**src/rtl/mmio_uart_tx.sv**
```systemverilog
// Memory-mapped 8N1 UART transmitter on the core's data-memory path.
// TXDATA at BASE_ADDR launches a frame; STATUS at BASE_ADDR+4 = {ovr, done, busy}.
module mmio_uart_tx #(
    parameter int                 WIDTH     = 32,
    parameter logic [WIDTH-1:0]   BASE_ADDR = 'h1001_0024,
    parameter int                 BAUD_DIV  = 434
) (
    input  logic             clk,
    input  logic             rst,
    input  logic [WIDTH-1:0] addr_i,
    input  logic [WIDTH-1:0] wdata_i,
    input  logic             we_i,
    output logic [WIDTH-1:0] rdata_o,
    output logic             tx_o,
    output logic             busy_o
);
    localparam int               CW        = $clog2(BAUD_DIV);
    localparam logic [CW-1:0]    BAUD_LAST = CW'(BAUD_DIV - 1);
    localparam logic [WIDTH-1:0] STAT_ADDR = BASE_ADDR + WIDTH'(4);

    typedef enum logic [1:0] {IDLE, START, DATA, STOP} state_t;

    state_t        state_q, state_d;
    logic [7:0]    shift_q, shift_d;
    logic [CW-1:0] cnt_q, cnt_d;
    logic [2:0]    idx_q, idx_d;
    logic          done_q, done_d;
    logic          ovr_q, ovr_d;
    logic          wr_tx, wr_st, bit_end;

    assign wr_tx   = we_i && (addr_i == BASE_ADDR);
    assign wr_st   = we_i && (addr_i == STAT_ADDR);
    assign bit_end = (cnt_q == BAUD_LAST);

    always_ff @(posedge clk or negedge rst) begin
        if (!rst) begin
            state_q <= IDLE;
            shift_q <= '0;
            cnt_q   <= '0;
            idx_q   <= '0;
            done_q  <= 1'b0;
            ovr_q   <= 1'b0;
        end else begin
            state_q <= state_d;
            shift_q <= shift_d;
            cnt_q   <= cnt_d;
            idx_q   <= idx_d;
            done_q  <= done_d;
            ovr_q   <= ovr_d;
        end
    end

    always_comb begin
        state_d = state_q;
        shift_d = shift_q;
        cnt_d   = cnt_q;
        idx_d   = idx_q;
        done_d  = done_q;
        ovr_d   = ovr_q;
        // Counter only runs inside a frame and wraps on each bit boundary, so it is 0 in IDLE.
        if (state_q != IDLE)
            cnt_d = bit_end ? '0 : cnt_q + 1'b1;
        case (state_q)
            IDLE:  if (wr_tx) begin
                       state_d = START;
                       shift_d = wdata_i[7:0];
                   end
            START: if (bit_end) state_d = DATA;
            DATA:  if (bit_end) begin
                       shift_d = shift_q >> 1;
                       idx_d   = idx_q + 3'd1;
                       if (idx_q == 3'd7) state_d = STOP;
                   end
            STOP:  if (bit_end) state_d = IDLE;
            default: state_d = IDLE;
        endcase
        if (wr_st) begin
            if (wdata_i[1]) done_d = 1'b0;
            if (wdata_i[2]) ovr_d  = 1'b0;
        end
        if (wr_tx && state_q != IDLE) ovr_d = 1'b1;
        // Completion beats a software clear landing on the same edge.
        if (state_q == STOP && bit_end) done_d = 1'b1;
    end

    // Line is decoded from state so an async reset forces it high at once.
    always_comb begin
        case (state_q)
            START:   tx_o = 1'b0;
            DATA:    tx_o = shift_q[0];
            default: tx_o = 1'b1;
        endcase
    end

    assign busy_o  = (state_q != IDLE);
    assign rdata_o = (addr_i == STAT_ADDR) ? {{(WIDTH-3){1'b0}}, ovr_q, done_q, busy_o} : '0;

    logic unused_hi;
    assign unused_hi = ^wdata_i[WIDTH-1:8];
endmodule
```
**config.mk**
```make
export PLATFORM = sky130hd
export DESIGN_NAME = mmio_uart_tx
export DESIGN_NICKNAME = d
export VERILOG_FILES = /design/src/rtl/mmio_uart_tx.sv
export SDC_FILE = /design/constraint.sdc
export NUM_CORES = 1
export LEC_CHECK = 0
export ABC_AREA = 1
export CORE_ASPECT_RATIO = 1.25
export CORE_MARGIN = 2
export CORE_UTILIZATION = 35
export DETAILED_ROUTE_END_ITERATION = 6
export GPL_TIMING_DRIVEN = 0
export PLACE_DENSITY = 0.79
export SETUP_SLACK_MARGIN = 0.1
export SYNTH_ARGS = -nofsm -noshare
export SYNTH_HDL_FRONTEND = slang
export SYNTH_SLANG_ARGS = --single-unit
```
**constraint.sdc**
```tcl
create_clock -name clk -period 1.9 [get_ports clk]
set_input_delay 0.19 -clock clk [delete_from_list [all_inputs] [get_ports clk]]
set_output_delay 0.19 -clock clk [all_outputs]
set_load 0.01 [all_outputs]
```
==> results of run 1 <==
==> layout make-up <==
cell class	instances	area, µm²	area share
repair buffers	54	505	0.187
clock buffers	3	41.3	0.0153
multi-input cells	213	1030	0.382
flip-flops and latches	24	601	0.223
plain buffers	32	240	0.0891
inverters	45	169	0.0626
well taps	64	80.1	0.0297
clock inverters	1	30.0	0.0111
==> Yosys cell counts <==
master,count,area share
a21oi_1,6,0.016
buf_2,1,0.0026
buf_4,30,0.12
clkbuf_1,1,0.0020
conb_1,1,0.0020
dfrtp_1,24,0.32
ha_1,9,0.059
inv_1,43,0.085
inv_2,2,0.0040
nand2_1,88,0.17
nand2_2,2,0.0066
nand2_4,1,0.0059
nand3_1,23,0.061
nand4_1,2,0.0066
nor2_1,35,0.069
nor3_1,4,0.011
nor3_2,2,0.011
nor3_4,1,0.0086
o21ai_0,5,0.013
o21ai_4,1,0.0086
o22ai_1,1,0.0033
or2_2,1,0.0033
xor2_1,3,0.014
==> power by group through the flow <==
| stage | combinational (W) | sequential (W) | clock (W) |
|---|---|---|---|
| 3_5_place_dp | 0.000267 | 0.000628 | 0 |
| 2_1_floorplan | 0.000153 | 0.000620 | 0 |
| 5_1_grt | 0.000299 | 0.000626 | 0.000471 |
| 3_3_place_gp | 0.000261 | 0.000624 | 0 |
| 6_report | 0.000267 | 0.000619 | 0.000444 |
| 4_1_cts | 0.000267 | 0.000618 | 0.000452 |
==> registers in the layout (all words and copies together), names as in the netlist <==
| signal | cells |
|---|---|
| cnt_q | 9 |
| done_q | 1 |
| idx_q | 3 |
| ovr_q | 1 |
| shift_q | 8 |
| state_q | 2 |
==> logic make-up (layout without fill, tap and decap cells) <==
family          count (synthesis)  after routing  share of synthesized area
buf+inv                        77            135                      0.212
compound gates                 13             13                     0.0408
flops                          24             24                      0.316
fa+ha+maj                       9              9                     0.0593
xor+xnor                        3              3                     0.0138
simple gates                  159            159                      0.356
other cells                     1             29                    0.00197
==> how the worst max path moves through the flow <==
stage	cells after the start	slack, ns	end
6_report	9	0.20	state_q[1]
5_1_grt	9	0.08	state_q[1]
4_1_cts	5	0.08	tx_o
3_5_place_dp	10	-0.21	rdata_o[1]
3_3_place_gp	10	-0.17	rdata_o[2]
2_1_floorplan	9	0.35	cnt_q[8]
==> through the flow <==
| step | area (µm²) | setup TNS [ns] | std cells |
|---|---|---|---|
| 2_1_floorplan | 2000 | 0 | 314 |
| 3_3_place_gp | 2550 | -0.588 | 425 |
| 3_5_place_dp | 2550 | -0.710 | 425 |
| 4_1_cts | 2670 | 0 | 434 |
| 5_1_grt | 2700 | 0 | 436 |
| 6_report | 2700 | 0 | 436 |
==> timing repair <==
item                                    4_1_cts  5_1_grt
resized for setup                             9       19
setup buffers                                 5        2
pin swaps                                     0        2
endpoints found under the setup margin        6       16
==> metal layers <==
| metal | GRT usage | vias up | wire (µm) |
|---|---|---|---|
| met1 | 0.150 | 818 | 1640 |
| met5 | 0 | - | 0 |
| met3 | 0.0279 | 8 | 307 |
| met2 | 0.260 | 62 | 2180 |
| li1 | - | 981 | - |
| met4 | 0.0647 | 0 | 69 |
==> results.tsv, run 1 <==
metric	value	unit
H-tree Lvls	1	
first-iteration detailed-routing DRC count	39	
endpoints failing hold	0	
R2R setup slack	0.20	ns
Tmin final	1.70	ns
Cell Area, Synth	0.00190	mm²
CP max stage cell	dfrtp_1	
max_slew headroom	0.313	
fill count	514	
worst-path cell chain	buf_4, ha_1, inv_1, buf_4, nand2_1, a21oi_2, nand2_1, nand2_1, nand2_1	
number of port buffers	47	
worst r2r src	state_q[1]	
worst r2r path cells	9	
mean post-synth cell area	6.64	µm²
buffers and inverters on the worst path	3	
Setup WS pre-CTS	-0.211	ns
clock-pin slew on the worst setup and hold paths	0.08	ns
register area share after synthesis	0.316	
Core ar.	0.00533	mm²
Die Ht	86.4	µm
Initial Utilization	0.356	
Root Buffer	clkbuf_8	
combinational share of power	0.201	
critical path required time	2.06	ns
status	complete, no violations	
cell family with most CP delay	buffers and inverters	
layout cells sized above 1	0.172	
TritonCTS Buffers	3	
Net Sw Frac	0.235	
Slowest Stage Delay on Critical Path	0.41	ns
PD cells	493	mW/mm²
ant diodes	0	
vias in the first global route	1727	
antenna violations before repair	0	
worst vdd ir	196	µV
Setup Crit Path Kind	reg2reg	
Mapped Cells	286	
Critical Path Source	state_q[1]	
setup skew after layout	0.00339	ns
WHS	0.477	ns
maximum clock frequency	0.589	GHz
final setup violation count	0	
Avg WL per Cell	9.64	µm
clock power share	0.333	
total iterations of the first detailed-routing run	4	
Tightest Pin Transition	1.03	ns
Net count, final	449	
final worst-path cycle share	0.893	
RSZ-0062 raised after global routing	yes	
Ys Warns	0	
final WL	4.20	mm
routability cong.	0.804	
routed vias	1869	
CP endpoint kind	flip-flop	
DR vias/cell	4.29	
total net switching power	0.000312	W
Hold Path Class	in2async	
post-route ant nets	0	
Post-CTS Hold Fix Bufs	0	
Setup crit start kind	flip-flop	
Worst-Skew Late Latency	0.27	ns
commonest cells after routing, fill and taps aside	88 x nand2_1, 42 x inv_1, 42 x clkdlybuf4s50_1	
leak pwr	1.47	nW
hpwl dp	3.25	mm
total power	0.00133	W
Reg-to-Reg End	state_q[1]	
max-slew violation count	0	
internal power	0.00102	W
Synth cell types	23	
Reg power frac	0.466	
post-layout util	0.506	
Worst Slack Setup Final	0.202	ns
#FFs+latches synth	24	
largest net degree at the start of global routing	25	
clock sinks	24	
Max-Cap Viols	0	
Die X	69.9	µm
commonest non-fill, non-tap cell in the layout	nand2_1	
Area growth, synth to finish	42.0	%
first-pass GRT wire length	6.96	mm
DR DRC count	0	
CP arrival	1.86	ns
maximum buffer depth of the clock tree	2	
Core Rows	30	
most frequent CP cell	nand2_1	
GR Overflow Total	0	
die area	0.00604	mm²
CTS tree	done	
Ports	101	
GRT Overall Usage	0.139	
CP Max Fanout	10	
(Power assumes the default switching activity.)
==> run 2: changes to the inputs <==
TNS_END_PERCENT = 50   (was not set)
==> run 2 against run 1 <==
Design area fell by 1.2%. Worst hold slack hardly changed. Setup slack worse by 0.082 ns. Sequential power hardly changed. Count of clock-buffer cells in the layout did not move. Die area is the same. Sequential share of layout area is 0.26 points higher. Global-route usage is 0.54 points lower. Critical endpoint is now busy_o. Largest cell class unchanged. Highest routed layer unchanged.
==> results.tsv, run 2 (synthesis gave the netlist of run 1 again) <==
metric	value	unit
post-layout util	0.500	
R2R setup slack	0.20	ns
fill count	525	
Slowest Stage Delay on Critical Path	0.55	ns
final setup violation count	0	
routability cong.	0.804	
leak pwr	1.43	nW
Net Sw Frac	0.233	
met1 Use GR	0.146	
post-route ant nets	0	
Reg with most FFs	cnt_q	
Max-Cap Viols	0	
max reg flops	9	
GRT Overall Usage	0.134	
Area growth, synth to finish	40.3	%
hpwl dp	3.25	mm
DR DRC count	0	
H-tree Lvls	1	
TritonCTS Buffers	3	
Core ar.	0.00533	mm²
Worst-Skew Late Latency	0.27	ns
combinational share of power	0.201	
Initial Utilization	0.356	
Reg power frac	0.466	
die area	0.00604	mm²
global-route met3 utilization	0.0267	
largest registers	cnt_q x9, shift_q x8, idx_q x3	
Reg-to-Reg End	shift_q[3]	
total iterations of the first detailed-routing run	4	
PD cells	498	mW/mm²
antenna violations before repair	0	
endpoints failing hold	0	
clock power share	0.332	
first-iteration detailed-routing DRC count	60	
clock-pin slew on the worst setup and hold paths	0.08	ns
Setup Crit Path Kind	reg2out	
routed vias	1834	
GR Overflow Total	0	
CP endpoint kind	output port	
maximum clock frequency	0.562	GHz
clock sinks	24	
worst r2r path cells	9	
final WL	4.10	mm
maximum buffer depth of the clock tree	2	
worst-path cell chain	inv_1, ha_4, inv_4, clkdlybuf4s50_1	
Tightest Pin Transition	1.03	ns
Tmin final	1.78	ns
RSZ-0062 raised after global routing	yes	
worst vdd ir	197	µV
Hold Path Class	in2async	
Net count, final	444	
total net switching power	0.000309	W
first-pass GRT wire length	6.69	mm
Avg WL per Cell	9.51	µm
CP Max Fanout	9	
Setup crit start kind	flip-flop	
Ports	101	
ant diodes	0	
commonest non-fill, non-tap cell in the layout	nand2_1	
setup skew after layout	0.00349	ns
CTS tree	done	
internal power	0.00102	W
max_slew headroom	0.308	
Post-CTS Hold Fix Bufs	0	
layout cells sized above 1	0.161	
Die X	69.9	µm
total power	0.00133	W
M2 GR Usage	0.247	
CP max stage cell	clkdlybuf4s50_1	
Root Buffer	clkbuf_8	
Die Ht	86.4	µm
largest net degree at the start of global routing	25	
Core Rows	30	
busiest layer in global routing	met2	
CP arrival	1.59	ns
worst r2r src	cnt_q[1]	
critical path required time	1.71	ns
setup TNS	0	ns
final worst-path cycle share	0.936	
DR vias/cell	4.26	
status	complete, no violations	
number of port buffers	47	
max-slew violation count	0	
commonest cells after routing, fill and taps aside	88 x nand2_1, 43 x clkdlybuf4s50_1, 42 x inv_1	
vias in the first global route	1681	
[run 2: final cells by class]
cell class              instances  area, µm²  area share
plain buffers                  32        240      0.0901
repair buffers                 49        472       0.177
multi-input cells             213       1030       0.386
flip-flops and latches         24        601       0.225
clock buffers                   3       41.3      0.0155
well taps                      64       80.1      0.0300
inverters                      45        171      0.0643
clock inverters                 1       30.0      0.0113
[run 2: critical path: cells and delay by family (launching register included)]
family,cells,cell delay (ns)
DFF,1,0.37
buffers and inverters,3,0.75
adders and majority gates,1,0.20
[run 2: worst max path at each step]
stage	from	to	slack, ns	cells past startpoint
floorplan	state_q[0]	cnt_q[8]	0.35	9
detailed placement	addr_i[3]	rdata_o[1]	-0.21	10
CTS	state_q[0]	busy_o	-0.01	4
global route	state_q[1]	busy_o	0.02	4
finish	state_q[1]	busy_o	0.12	4
global placement	addr_i[3]	rdata_o[2]	-0.17	10
[run 2: stage by stage]
stage	cell area [µm²]	setup slack, ns	instances	hold WS (ns)
floorplan	2000	0.350	314	-0.106
global placement	2550	-0.168	425	0.454
detailed placement	2550	-0.211	425	0.458
CTS	2640	-0.0100	429	0.480
global route	2670	0.0224	431	0.493
finish	2670	0.121	431	0.476
[run 2: layer usage]
layer  routed length, µm  part of all wire  vias up
met5                   0                 0        -
met4                  49             0.012        0
met3                 292             0.071        5
met2                2110              0.51       56
met1                1650              0.40      804
li1                    -                 -      969
[run 2: power by group through the flow]
stage          sequential [W]  combinational (W)  clock [W]
6_report             0.000619           0.000267   0.000441
5_1_grt              0.000626           0.000300   0.000471
4_1_cts              0.000618           0.000267   0.000452
3_5_place_dp         0.000628           0.000267          0
3_3_place_gp         0.000624           0.000261          0
2_1_floorplan        0.000620           0.000153          0
[run 2: what timing repair did]
action,in CTS,in global routing
gates resized for setup,13,12
endpoints found under the hold margin,0,0
setup endpoints to repair,6,16
pin swaps,1,1
buffers inserted,0,2
==> run 3: changes to the inputs <==
GPL_TIMING_DRIVEN = 1   (was 0)
==> run 3 against run 2 <==
Via count increased by 0.65%. Setup slack improved by 0.13 ns. Non-clock buffer count shrank 23. Clock skew down 0.00053 ns. Worst hold slack worse by 0.20 ns. Flip-flop and latch count did not move. Sequential share of layout area grew 1.6 points. Die area unchanged. Global-route usage is 0.26 points higher. Register-to-register slack better by 0.06 ns. Utilization is 3.3 points lower. Largest cell class unchanged.
==> results.tsv, run 3 (synthesis gave the netlist of run 1 again) <==
metric	value	unit
status	complete, no violations	
first-iteration detailed-routing DRC count	96	
Max-Cap Viols	0	
CP Max Fanout	8	
DR DRC count	0	
CP arrival	1.85	ns
Top Metal Used	met4	
hpwl dp	3.31	mm
post-route ant nets	0	
final WL	4.16	mm
Reg with most FFs	cnt_q	
CP endpoint kind	flip-flop	
number of port buffers	47	
Die Ht	86.4	µm
placed cell count	403	
commonest cells after routing, fill and taps aside	87 x nand2_1, 42 x inv_1, 42 x clkdlybuf4s50_1	
total power	0.00115	W
die area	0.00604	mm²
cell area after layout	0.00249	mm²
GR Overflow Total	0	
ant diodes	0	
Die X	69.9	µm
Initial Utilization	0.356	
worst vdd ir	164	µV
Post-CTS Hold Fix Bufs	0	
Setup WS pre-CTS	-0.144	ns
Setup crit start kind	flip-flop	
total iterations of the first detailed-routing run	4	
worst r2r src	cnt_q[1]	
worst r2r path cells	9	
H-tree Lvls	1	
routability cong.	0.843	
clock-pin slew on the worst setup and hold paths	0.08	ns
met3 WL post-DR	304	µm
maximum clock frequency	0.608	GHz
Tmin final	1.64	ns
CTS tree	done	
clock sinks	24	
Core Rows	30	
TritonCTS Buffers	3	
largest registers	cnt_q x9, shift_q x8, idx_q x3	
fill count	524	
setup skew after layout	0.00296	ns
largest net degree at the start of global routing	25	
Area growth, synth to finish	31.2	%
first-pass GRT wire length	6.86	mm
maximum buffer depth of the clock tree	2	
routed vias	1846	
Placed Area	0.00242	mm²
Reg-to-Reg End	shift_q[0]	
DR vias/cell	4.54	
GRT Overall Usage	0.136	
Core ar.	0.00533	mm²
DR WL met2	2.25	mm
vias in the first global route	1805	
commonest non-fill, non-tap cell in the layout	nand2_1	
Avg WL per Cell	10.2	µm
max-slew violation count	0	
met1 wire length	1.55	mm
Critical Path Source	cnt_q[1]	
post-layout util	0.467	
layout cells sized above 1	0.0962	
Worst Slack Setup Final	0.255	ns
Root Buffer	clkbuf_8	
critical path required time	2.11	ns
final setup violation count	0	
final worst-path cycle share	0.866	
Net count, final	421	
antenna violations before repair	0	
Setup Crit Path Kind	reg2reg	
final std cells w/o fill	407	
R2R setup slack	0.26	ns
PD cells	462	mW/mm²
max reg flops	9	
Ports	101	
endpoints failing hold	0	
Worst-Skew Late Latency	0.27	ns
Hold Path Class	in2async	
leak pwr	1.31	nW
RSZ-0062 raised after global routing	yes	
==> run 3: changes by cell type in the layout (fill, tap and decap cells not counted), sizes merged <==
cell,before,now
buf,32,11
clkbuf,8,6
dlymetal6s2s,0,2
bufinv,1,0
clkdlybuf4s15,1,0
clkdlybuf4s50,43,42
==> run 3: what timing repair did <==
item / in CTS / in global routing
setup buffers: 0 / 1
endpoints found under the setup margin: 6 / 8
pin swaps: 0 / 1
gates resized for setup: 5 / 16
==> run 3: area by class of cell <==
class,instances,area (µm²),share of cell area
repair buffers,58,568,0.228
inverters,45,169,0.0678
well taps,64,80.1,0.0321
flip-flops and latches,24,602,0.242
clock buffers,3,41.3,0.0166
multi-input cells,213,1030,0.414
==> run 3: per-stage QoR <==
| stage | hold WS [ns] | TNS [ns] |
|---|---|---|
| 2_1_floorplan | -0.106 | 0 |
| 3_3_place_gp | 0.454 | -0.397 |
| 3_5_place_dp | 0.460 | -0.446 |
| 4_1_cts | 0.286 | -0.201 |
| 5_1_grt | 0.312 | 0 |
| 6_report | 0.280 | 0 |
==> run 3: power by group <==
part | switching (W) | internal [W] | total, W
Clock | 0.000155 | 0.000142 | 0.000297
Sequential | 0.0000398 | 0.000582 | 0.000622
Combinational | 0.000111 | 0.000121 | 0.000232
==> run 3: worst max-delay path: stages, from the launching register on <==
cell and delay, ns:
dfrtp_1 0.40, inv_1 0.08, ha_1 0.18, nand2_1 0.08, nor3_2 0.18, nand2_2 0.15
o21ai_4 0.21, buf_12 0.15, nand3_1 0.07, nand2_1 0.09
==> run 3: worst max-delay path by stage <==
stage / end / slack, ns / cells past startpoint
3_3_place_gp: rdata_o[0] / -0.14 / 10
3_5_place_dp: rdata_o[2] / -0.14 / 10
6_report: shift_q[0] / 0.26 / 9
5_1_grt: cnt_q[8] / 0.09 / 9
2_1_floorplan: cnt_q[8] / 0.35 / 9
4_1_cts: tx_o / -0.11 / 5
==> run 3: layer usage <==
layer / vias up / global-route usage
met5: - / 0
met4: 0 / 0.0455
met3: 7 / 0.0233
met2: 80 / 0.283
met1: 830 / 0.133
li1: 929 / -
